<file path="src/rtl/load_store_unit.sv">
// load_store_unit
//   Bridges the single-cycle datapath's data-memory port to a handshaked
//   memory bus. Aligned accesses stall the datapath while the bus transaction
//   is in flight. Misaligned accesses are rejected in a single cycle without
//   touching the bus. The unit also enforces a bus timeout.
//
// Ports
//   clock, reset_n           clock, async active-low reset
//   iRead/iWrite             load/store request (store wins if both are high)
//   iFunct3                  000 B, 001 H, 010 W, 100 BU, 101 HU, others as W
//   iAddress/iData           byte address, store data (rs2)
//   oData                    formatted load data, non-zero only in DONE
//   oStall                   datapath hold
//   oMisaligned              one-cycle reject flag
//   oTimeout                 one-cycle flag in DONE of an aborted access
//   oBusReq/oBusWe/oBusAddr/oBusWData/oBusByteEn   bus request side
//   iBusAck/iBusRData        bus completion and read word
module load_store_unit #(
  parameter int TIMEOUT = 255
) (
  input  logic        clock,
  input  logic        reset_n,
  input  logic        iRead,
  input  logic        iWrite,
  input  logic [2:0]  iFunct3,
  input  logic [31:0] iAddress,
  input  logic [31:0] iData,
  output logic [31:0] oData,
  output logic        oStall,
  output logic        oMisaligned,
  output logic        oTimeout,
  output logic        oBusReq,
  output logic        oBusWe,
  output logic [31:0] oBusAddr,
  output logic [31:0] oBusWData,
  output logic [3:0]  oBusByteEn,
  input  logic        iBusAck,
  input  logic [31:0] iBusRData
);

  typedef enum logic [1:0] {S_IDLE, S_BUSY, S_DONE} state_t;

  localparam logic [15:0] TO_LAST = 16'(TIMEOUT - 1);

  state_t      r_state, w_next;
  logic [29:0] r_addr;
  logic [1:0]  r_off;
  logic [2:0]  r_f3;
  logic        r_we;
  logic [31:0] r_wdata;
  logic [3:0]  r_be;
  logic [15:0] r_cnt;
  logic [31:0] r_rdata;
  logic        r_tmo;

  logic        w_req, w_is_b, w_is_h, w_mis, w_start, w_tmo;
  logic [3:0]  w_be;
  logic [31:0] w_wdata, w_ldata;
  logic [7:0]  w_byte;
  logic [15:0] w_half;

  // Request decode. The access size comes from funct3[1:0]: 00 is byte,
  // 01 is half, and anything else is word.
  assign w_req   = iRead | iWrite;
  assign w_is_b  = (iFunct3[1:0] == 2'b00);
  assign w_is_h  = (iFunct3[1:0] == 2'b01);
  assign w_mis   = (w_is_h & iAddress[0]) | (~w_is_b & ~w_is_h & (|iAddress[1:0]));
  assign w_start = (r_state == S_IDLE) & w_req & ~w_mis;
  // Ack on the final allowed cycle still completes normally.
  assign w_tmo   = (r_state == S_BUSY) & ~iBusAck & (r_cnt == TO_LAST);

  always_comb begin
    w_be    = 4'b1111;
    w_wdata = iData;
    if (w_is_b) begin
      w_be    = 4'b0001 << iAddress[1:0];
      w_wdata = {4{iData[7:0]}};
    end else if (w_is_h) begin
      w_be    = 4'b0011 << {iAddress[1], 1'b0};
      w_wdata = {2{iData[15:0]}};
    end
  end

  // Load formatting uses the latched offset and funct3, not the live inputs.
  assign w_byte = iBusRData[{r_off, 3'b000} +: 8];
  assign w_half = iBusRData[{r_off[1], 4'b0000} +: 16];

  always_comb begin
    case (r_f3)
      3'b000:  w_ldata = {{24{w_byte[7]}}, w_byte};
      3'b100:  w_ldata = {24'd0, w_byte};
      3'b001:  w_ldata = {{16{w_half[15]}}, w_half};
      3'b101:  w_ldata = {16'd0, w_half};
      default: w_ldata = iBusRData;
    endcase
  end

  // State register
  always_ff @(posedge clock or negedge reset_n) begin
    if (!reset_n) r_state <= S_IDLE;
    else          r_state <= w_next;
  end

  // Next state
  always_comb begin
    w_next = r_state;
    case (r_state)
      S_IDLE:  if (w_start) w_next = S_BUSY;
      S_BUSY:  if (iBusAck || w_tmo) w_next = S_DONE;
      // DONE never restarts on the request still held by the datapath.
      S_DONE:  w_next = S_IDLE;
      default: w_next = S_IDLE;
    endcase
  end

  // Transaction context, cycle counter and captured load data
  always_ff @(posedge clock or negedge reset_n) begin
    if (!reset_n) begin
      r_addr  <= '0;
      r_off   <= '0;
      r_f3    <= '0;
      r_we    <= 1'b0;
      r_wdata <= '0;
      r_be    <= '0;
      r_cnt   <= '0;
      r_rdata <= '0;
      r_tmo   <= 1'b0;
    end else if (w_start) begin
      r_addr  <= iAddress[31:2];
      r_off   <= iAddress[1:0];
      r_f3    <= iFunct3;
      r_we    <= iWrite;
      r_wdata <= w_wdata;
      r_be    <= w_be;
      r_cnt   <= '0;
      r_rdata <= '0;
      r_tmo   <= 1'b0;
    end else if (r_state == S_BUSY) begin
      r_cnt <= r_cnt + 16'd1;
      if (iBusAck)    r_rdata <= r_we ? 32'd0 : w_ldata;
      else if (w_tmo) r_tmo   <= 1'b1;
    end
  end

  // Outputs. Bus outputs are driven only from latched state while BUSY.
  always_comb begin
    oData       = '0;
    oStall      = 1'b0;
    oMisaligned = 1'b0;
    oTimeout    = 1'b0;
    oBusReq     = 1'b0;
    oBusWe      = 1'b0;
    oBusAddr    = '0;
    oBusWData   = '0;
    oBusByteEn  = '0;
    case (r_state)
      S_IDLE: begin
        oStall      = reset_n & w_start;
        oMisaligned = reset_n & w_req & w_mis;
      end
      S_BUSY: begin
        oStall     = 1'b1;
        oBusReq    = 1'b1;
        oBusWe     = r_we;
        oBusAddr   = {r_addr, 2'b00};
        oBusWData  = r_wdata;
        oBusByteEn = r_be;
      end
      S_DONE: begin
        oData    = r_rdata;
        oTimeout = r_tmo;
      end
      default: ;
    endcase
  end

endmodule
</file>
<file path="config.mk">
export PLATFORM = sky130hd
export DESIGN_NAME = load_store_unit
export DESIGN_NICKNAME = d
export VERILOG_FILES = /design/src/rtl/load_store_unit.sv
export SDC_FILE = /design/constraint.sdc
export NUM_CORES = 1
export LEC_CHECK = 0
export ABC_AREA = 1
export CAP_MARGIN = 20
export CORE_AREA = 2 2 133 135
export CTS_BUF_LIST = sky130_fd_sc_hd__clkbuf_16
export CTS_CLUSTER_DIAMETER = 120
export DETAILED_ROUTE_END_ITERATION = 8
export DIE_AREA = 0 0 135 137
export GPL_ROUTABILITY_DRIVEN = 0
export GPL_TIMING_DRIVEN = 0
export MAX_ROUTING_LAYER = met4
export PLACE_DENSITY = 0.72
export SYNTH_ARGS = -nofsm -noshare
export SYNTH_HDL_FRONTEND = slang
export SYNTH_SLANG_ARGS = --single-unit
export TNS_END_PERCENT = 50
</file>
<file path="constraint.sdc">
create_clock -name clock -period 1.4 [get_ports clock]
set_clock_uncertainty 0.1 [all_clocks]
set_input_delay 0.21 -clock clock [delete_from_list [all_inputs] [get_ports clock]]
set_output_delay 0.21 -clock clock [all_outputs]
set_load 0.03 [all_outputs]
</file>
### Word-level counts from Yosys, hierarchy flattened

Index checks and enable logic that the tools add are counted.

| cells by class | value |
|---|---|
| $add $sub $neg | 1 |
| multiply operators | 0 |
| divide/modulo/power cells | 0 |
| order comparisons | 0 |
| equality and inequality tests | 10 |
| shift-type cells | 4 |
| muxes and demuxes | 27 |
| bitwise gates (word level) | 16 |
| reduce and logical (&&, ||, !) cells | 11 |

Operators with widths:

| cell | number |
|---|---|
| $mux W32 | 9 |
| $pmux W32 S4 | 1 |
| $mux W16 | 2 |
| $shiftx A32 B6 Y16 | 1 |
| $shiftx A32 B6 Y8 | 1 |
| $add A16 B1 Y16 const B | 1 |
| $eq A16 B8 Y1 const B | 1 |
| $mux W4 | 3 |
| $and A1 B1 Y1 | 10 |
| $mux W1 | 8 |
| $eq A3 B3 Y1 const B | 2 |
| $reduce_bool A2 Y1 | 3 |
| $eq A2 B1 Y1 const B | 2 |
| $logic_not A2 Y1 | 2 |
| $mux W2 | 2 |
| $ne A2 B1 Y1 const B | 2 |
| $not A1 Y1 | 4 |
| $pmux W2 S2 | 1 |
| $reduce_and A2 Y1 | 2 |
| $shl A1 B2 Y4 const A | 1 |
| $shl A2 B2 Y4 const A | 1 |
| $eq A3 B1 Y1 const B | 1 |
| $logic_not A3 Y1 | 1 |
| $reduce_and A3 Y1 | 1 |
| 6 further kinds | 7 |

| storage, ports and cells | value |
|---|---|
| register bits | 123 |
| latch bits | 0 |
| RAM bits | 0 |
| ROM bits | 0 |
| input port bits | 104 |
| output and inout bits | 105 |
| memories | 0 |

### Longest topological paths before layout

Gate-level depths: netlist (run 1).

| depth | value |
|---|---|
| depth after elaboration | 9 |
| depth in mapped cells | 9 |
| gate-level depth less buffers | 9 |

### Least setup slack after synthesis (run 1)

OpenSTA, ideal clock, no wires.

| timing | value |
|---|---|
| path type | reg-to-output |
| start point | reg r_state[1] |
| end point | out oStall |
| data arrival time | 1359 ps |
| setup slack | -269 ps |
| cell stages (with the launch flop) | 10 |
| cell sequence | dfrtp_1 -> inv_2 -> nand2_1 -> nor2_4 -> nand2_4 -> inv_4 -> buf_6 -> buf_6 -> nand2_1 -> nand2_1 |

| on the way | value |
|---|---|
| word-level cells in the longest chain between the ends | 5 |
| elaborated cells on any way between the ends | 6 |
| classes of those cells | eq/ne (1); mux (1); bitwise (3); reduce/logical (1) |

Ends and longest elaborated chain:

| what | RTL line | RTL |
|---|---|---|
| from (decl) | 45 | `state_t r_state, w_next;` |
| from (signal assigned) | 101 | `else r_state <= w_next;` |
| $logic_not A2 Y1 | 68, 156 |  |
| $and A1 B1 Y1 (2 in a row) | 68 | `assign w_start = (r_state == S_IDLE) & w_req & ~w_mis;` |
| $and A1 B1 Y1 | 158 | `oStall = reset_n & w_start;` |
| $pmux W1 S2 (*) | 156 | `case (r_state)` |
| to (decl) | 29 | `output logic oStall,` |

Mark *: on every way between the ends. The rest lies on a longest branch, timed or not.

### Worst setup path in the final report (run 1)

| timing | value |
|---|---|
| start point | reg r_state[0] |
| end point | out oBusWData[21] |

| on the way | value |
|---|---|
| word-level cells in the longest chain between the ends | 2 |

Ends and longest elaborated chain:

| what | RTL line | RTL |
|---|---|---|
| $eq A2 B1 Y1 | 156 |  |
| $mux W32 | 156 |  |
| to (decl) | 35 | `output logic [31:0] oBusWData,` |

Every way passes these cells.

==> impl_results.md, run 1 <==
* Status: complete, but fails checks
* Violations in the final reports: hold timing, setup timing
* Number of buffers created by CTS at 17
* Data required time at the worst endpoint at 1090 ps
* Vert. Die Dim at between 100 and 150 um
* Setup crit start kind: flop
* Layout net count at 1,332
* GRT Total Usage at 0.244
* Critical path, cell by cell: buf_4, nand2_4, buf_12, buf_16, nor2_4, buf_4
* Cell type contributing the most total cell area after synthesis: sky130_fd_sc_hd__dfrtp_1
* Arrival time at the worst endpoint at between 1500 and 2000 ps
* Share of final-layout standard cells stronger than drive strength 1 at 0.296
* Clock tree from TritonCTS: done
* Total number of vias at 7,249
* Clock slew at the register clock pins of the worst setup and hold paths at 50 ps
* Largest incremental delay on the critical path at 400 ps
* Hold Vio Cnt, Final at 78
* Initial Utilization at 0.395
* Area fraction in compound gates after synthesis at 0.0986
* Area inside the core boundary at 17,100 um^2
* Number of setup violations in the final report at 226
* P&R area growth vs syn at 67.2%
* Critical path class: reg -> out
* Max Clock Freq at 495 MHz
* Synthesized-area fraction occupied by adder cells at 0.00371
* Final total negative setup slack at -77,530 ps
* Simple-gate area share of the yosys netlist at 0.321
* Number of antenna violations at the first check in global routing at 2
* Flop and latch count out of synthesis at approximately 120
* Final critical-path share of the clock period at 1.44
* Count of input and output buffers at about 210
* Setup slack after placement at -1450 ps
* First-pass DRT Iterations at 5
* Total number of clock tree sinks at 123
* Final Critical Period at 2020 ps
* Power density of the placed cells at ~1700 nW/um^2
* Family with the most delay on the worst path: buffers and inverters
* Cell repeated most along the worst path: sky130_fd_sc_hd__buf_4
* Width of the die at 135 um
* Class of the tightest hold or removal check: in -> async
* Std-Cell Rows at 48
* Critical path buffer and inverter count at 4
* Wire length of the first global-routing pass at 34.1 mm
* Final slew viol count at 0
* Power after layout at just under 20 mW
* Maximum buffer depth of the clock tree at 2
* Clk Latency, worst-skew pair at between 400 and 500 ps
* Area contributors post-synth: sky130_fd_sc_hd__dfrtp_1, sky130_fd_sc_hd__nand2_1, sky130_fd_sc_hd__nor2_1
* Sequential-to-total area share from yosys stat at 0.457
* Leakage component of the power at 5.30 nW
* Tightest Pin Transition at 587 ps
* PnR worst setup slack at -621 ps
* Count of unique library cells instantiated by Yosys at 39
* Mux share of post-synthesis cell area at 0
* Standard cell with the maximum stage delay on the critical path: sky130_fd_sc_hd__dfrtp_1
* Total grt overflow at 0
* Post-detailed-placement half-perimeter wirelength at 15.7 mm
* Number of design rule violations left after detail routing at 0
* Unrepaired setup endpoints after global routing: true
* Fillers at ~1,400
* Max VDD drop at between 0.9 and 1 mV
* Netlist area before placement at approximately 6700 um^2
* Clock root buffer: sky130_fd_sc_hd__clkbuf_16
* Worst Setup End Kind: output pin
* Critical-path maximum fanout at 10
* Portion of synthesized cell area occupied by the leading cell type at 0.457
* Largest net degree at the start of global routing at 91
* Final wirelength at roughly 24 mm
* Post-synthesis xor/xnor area fraction at 0.00130
* Largest family of logic cells by synthesized area: simple AND/OR/NAND/NOR gates
* Number of standard cells after synthesis at 968
* Post-DR vias/cell at 4.94
* Number of global-route vias before repair at 6,777
* Yosys Warn Count at 0
* Io pins at ~210
* Reported max-cap violation count at 0
* Routed wirelength normalized by instance count at about 16 um
* Number of levels in the clock H-tree at 4
* Number of antenna-violating nets in the routed design at 0
* Hold Worst Slack at -399 ps
* Synthesized area per cell at around 7.0 um^2
* Violation count after the first detailed-route iteration at 547
* Headroom to the max-slew limit at 0.607
* Die area at 18,500 um^2
==> cell usage after synthesis, drive strengths merged <==
master / number
clkbuf: 10
dfrtp: 123
or2: 2
nor3: 6
o21a: 1
nand4: 7
clkinv: 1
nand2: 280
o21ai: 79
o21bai: 1
xor2: 1
conb: 1
nand3b: 2
a31oi: 8
a22oi: 8
nor2: 202
o221ai: 1
a2bb2oi: 1
a21boi: 1
nand3: 37
o211ai: 1
buf: 36
o22ai: 1
inv: 135
a21oi: 21
ha: 2
==> worst paths after layout <==
| check | to | slack (ps) | depth (start not counted) | from |
|---|---|---|---|---|
| max | oBusWData[21] | -620 | 6 | r_state[0] |
| min reg2reg | r_rdata[16] | 380 | 2 | r_rdata[16] |
| max reg2reg | r_wdata[29] | -350 | 12 | r_state[0] |
| max in group asynchronous | r_off[1] | 940 | 2 | reset_n |
| min | r_rdata[0] | -400 | 1 | reset_n |
| min in group clock | r_be[3] | 50 | 3 | iAddress[0] |
==> cells in the final DEF (no fill, tap or decap), types with 6 or more instances in the layout <==
cell,n
sky130_fd_sc_hd__clkdlybuf4s50_1,99
sky130_fd_sc_hd__nor2_1,92
sky130_fd_sc_hd__o21ai_1,32
sky130_fd_sc_hd__buf_4,65
sky130_fd_sc_hd__a22oi_1,8
sky130_fd_sc_hd__nor2_2,10
sky130_fd_sc_hd__inv_2,7
sky130_fd_sc_hd__clkbuf_16,30
sky130_fd_sc_hd__dfrtp_1,121
sky130_fd_sc_hd__a31oi_1,8
sky130_fd_sc_hd__nand4_1,7
sky130_fd_sc_hd__buf_12,8
sky130_fd_sc_hd__o21ai_0,33
sky130_fd_sc_hd__nand3_1,34
sky130_fd_sc_hd__a21oi_1,19
sky130_fd_sc_hd__nand2_4,8
sky130_fd_sc_hd__nor2_4,100
sky130_fd_sc_hd__buf_6,57
sky130_fd_sc_hd__buf_2,21
sky130_fd_sc_hd__o21ai_2,14
sky130_fd_sc_hd__nand2_1,266
sky130_fd_sc_hd__buf_16,6
sky130_fd_sc_hd__inv_1,125
sky130_fd_sc_hd__buf_8,6
==> area by class of cell <==
cell class	instances	area, um^2	share of cell area
Inverter	136	523	0.0464
Sequential cell	123	3080	0.273
Clock buffer	17	425	0.0377
Buffer	46	606	0.0537
Tap cell	225	282	0.0250
Antenna cell	2	5.00	0.000444
Timing Repair Buffer	237	2420	0.214
Clock inverter	15	149	0.0132
Multi-Input combinational cell	665	3780	0.336
==> sequential cells by signal (all words and copies together), names as in the netlist <==
register / cells
r_rdata: 32
r_wdata: 32
r_addr: 30
r_cnt: 16
r_be: 4
r_f3: 3
r_off: 2
r_state: 2
r_tmo: 1
r_we: 1
==> logic make-up (layout without fill, tap and decap cells) <==
logic type                 after synthesis  count (layout)
other                                    1               4
xor gates and xnor gates                 1               1
buffers and inverters                  182             451
DFF                                    123             123
and+or+nand+nor                        536             537
AOI/OAI and AO/OA                      123             123
adders and majority gates                2               2
==> power breakdown <==
group,total (mW),switching (mW),internal (mW)
sequential,5.28,0.550,4.73
combinational,9.88,6.07,3.81
clock,4.30,1.69,2.61
==> metrics by stage <==
step | cell area, um^2 | hold WS (ps) | util | instances
CTS | 10200 | -405 | 0.596 | 1439
floorplan | 7230 | -186 | - | 969
finish | 11300 | -399 | 0.661 | 1466
global placement | 9580 | 363 | 0.561 | 1400
global route | 11300 | -387 | 0.661 | 1466
detailed placement | 9610 | 34.0 | 0.563 | 1401
==> worst reg2reg max path, stage by stage, from the launching register on <==
cell                        delay [ps]
sky130_fd_sc_hd__dfrtp_1           380
sky130_fd_sc_hd__inv_2              80
sky130_fd_sc_hd__nand2_4            70
sky130_fd_sc_hd__nor2_4             40
sky130_fd_sc_hd__nand2_4            90
sky130_fd_sc_hd__clkinv_4           70
sky130_fd_sc_hd__buf_12            130
sky130_fd_sc_hd__buf_6             100
sky130_fd_sc_hd__buf_6             110
sky130_fd_sc_hd__clkbuf_16         170
sky130_fd_sc_hd__clkbuf_16         160
sky130_fd_sc_hd__nand2_1            60
sky130_fd_sc_hd__o21ai_1            70
==> per-layer routing <==
metal,vias up,wire [um],global-route usage
met4,0,477,0.0556
met5,-,0,-
li1,3506,-,-
met3,40,1860,0.0685
met1,3393,9820,0.311
met2,310,11700,0.388
==> timing repair <==
item	in CTS	in global routing
cloned	0	13
endpoints found under the hold margin	35	35
pin swaps	3	9
buffers inserted	6	12
gates resized for setup	664	207
setup endpoints to repair	226	226
Power figures use the tool's default switching activity.
==> inputs of run 2 (changes only) <==
Settings changed: CAP_MARGIN 20 to 15.
==> run 2 against run 1 <==
Effect of this change:
- the run still ends with hold timing, setup timing left
- sequential cell count stayed put
- power stayed put
- hold slack stayed put
- maximum frequency stayed put
- critical path depth stayed put
- non-clock buffer count stayed put
- critical path type unchanged
- largest cell class unchanged
==> impl_results.md, run 2 (same netlist as run 1, synthesis figures left out) <==
* Largest net degree at the start of global routing at 91
* Final wirelength at 23.8 mm
* Number of buffers created by CTS at 17
* Number of design rule violations left after detail routing at 0
* Violation count after the first detailed-route iteration at roughly 550
* Critical-path maximum fanout at 10
* Power after layout at about 19 mW
* Hold Worst Slack at -399 ps
* Setup crit start kind: flop
* Reported max-cap violation count at 0
* Number of setup violations in the final report at roughly 230
* First-pass DRT Iterations at 5
* GRT Total Usage at 0.244
* Violations in the final reports: hold timing, setup timing
* Total number of clock tree sinks at 123
* Total number of vias at 7,249
* Number of antenna violations at the first check in global routing at 2
* Data required time at the worst endpoint at 1090 ps
* Number of levels in the clock H-tree at 4
* Tightest Pin Transition at 587 ps
* Layout net count at approximately 1,300
* Wire length of the first global-routing pass at around 34 mm
* Worst Setup End Kind: output pin
* Number of antenna-violating nets in the routed design at 0
* Clock root buffer: sky130_fd_sc_hd__clkbuf_16
* Std-Cell Rows at 48
* Clk Latency, worst-skew pair at 410 ps
* Max VDD drop at 0.981 mV
* Post-detailed-placement half-perimeter wirelength at 15.7 mm
* Class of the tightest hold or removal check: in -> async
* Count of input and output buffers at 206
* Clock slew at the register clock pins of the worst setup and hold paths at 50 ps
* Clock tree from TritonCTS: done
* Share of final-layout standard cells stronger than drive strength 1 at 0.296
* Final slew viol count at 0
* Final Critical Period at 2020 ps
* Width of the die at 135 um
* Headroom to the max-slew limit at 0.607
* PnR worst setup slack at -621 ps
* Reg-to-Reg Start: r_state[0]
* Number of global-route vias before repair at 6,777
* Die area at ~18,000 um^2
* Post-DR vias/cell at ~4.9
* Vert. Die Dim at 137 um
* Final critical-path share of the clock period at 1.44
* P&R area growth vs syn at 67.2%
* Hold Vio Cnt, Final at 78
* Status: complete, but fails checks
* Maximum buffer depth of the clock tree at 2
* Start point of the critical path: r_state[0]
* Arrival time at the worst endpoint at 1710 ps
* Critical path class: reg -> out
* Leakage component of the power at 5.30 nW
* Power density of the placed cells at 1730 nW/um^2
* Registers with the most flip-flops: r_rdata: 32 flops, r_wdata: 32 flops, r_addr: 30 flops
* Max Clock Freq at 495 MHz
* Commonest cells after routing, fill and taps aside: sky130_fd_sc_hd__nand2_1, sky130_fd_sc_hd__inv_1, sky130_fd_sc_hd__dfrtp_1
* Commonest non-fill, non-tap cell in the layout: sky130_fd_sc_hd__nand2_1
* Routed wirelength normalized by instance count at between 15 and 20 um
* Area inside the core boundary at 17,100 um^2
* Initial Utilization at 0.395
* Io pins at ~210
* Unrepaired setup endpoints after global routing: true
* Total grt overflow at 0
[run 2: cell counts in the layout (fill, tap and decap cells not counted)]
Identical to the previous run, type by type.
[run 2: metrics by stage]
step / setup TNS, ps / worst slack, ps / util / cell area (um^2) / instances
2_1_floorplan: -6270 / -160 / - / 7230 / 969
3_3_place_gp: -793950 / -5180 / 0.561 / 9580 / 1400
3_5_place_dp: -153790 / -1450 / 0.563 / 9610 / 1401
4_1_cts: -78520 / -626 / 0.596 / 10200 / 1439
5_1_grt: -90580 / -663 / 0.661 / 11300 / 1466
6_report: -77530 / -621 / 0.661 / 11300 / 1466
[run 2: power by group]
part | internal [mW] | switching [mW] | leakage [nW]
registers | 4.73 | 0.550 | 1.57
logic | 3.81 | 6.07 | 3.47
clock network | 2.61 | 1.69 | 0.265
[run 2: metal layers]
layer,GRT usage,part of all wire,vias up
li1,-,-,3506
met1,0.311,0.41,3393
met2,0.388,0.49,310
met3,0.0685,0.078,40
met4,0.0556,0.020,0
met5,-,0,-
[run 2: final cells by class]
type / instances / area [um^2]
tap: 225 / 282
multi-input combinational: 665 / 3780
timing repair buffer: 237 / 2420
clock buffer: 17 / 425
clock inverter: 15 / 149
fill: 1428 / 5790
buffer: 46 / 606
antenna: 2 / 5.00
inverter: 136 / 523
sequential: 123 / 3080
[run 2: final timing paths]
check | to | slack (ps) | cells after the start
max | oBusWData[21] | -620 | 6
min | r_rdata[0] | -400 | 1
max reg2reg | r_wdata[29] | -350 | 12
min reg2reg | r_rdata[16] | 380 | 2
max in group asynchronous | r_off[1] | 940 | 2
min in group clock | r_be[3] | 50 | 3
[run 2: repair_timing]
item / 4_1_cts / 5_1_grt
setup endpoints to repair: 226 / 226
pin swaps: 3 / 9
buffers inserted: 6 / 12
resized for setup: 664 / 207
hold endpoints to repair: 35 / 35
cloned: 0 / 13
[run 2: worst max-delay path, stage by stage, from the launching register on]
cell                      delay [ps]
sky130_fd_sc_hd__dfrtp_1         400
sky130_fd_sc_hd__buf_4           160
sky130_fd_sc_hd__nand2_4         130
sky130_fd_sc_hd__buf_12          190
sky130_fd_sc_hd__buf_16          190
sky130_fd_sc_hd__nor2_4           50
sky130_fd_sc_hd__buf_4           160
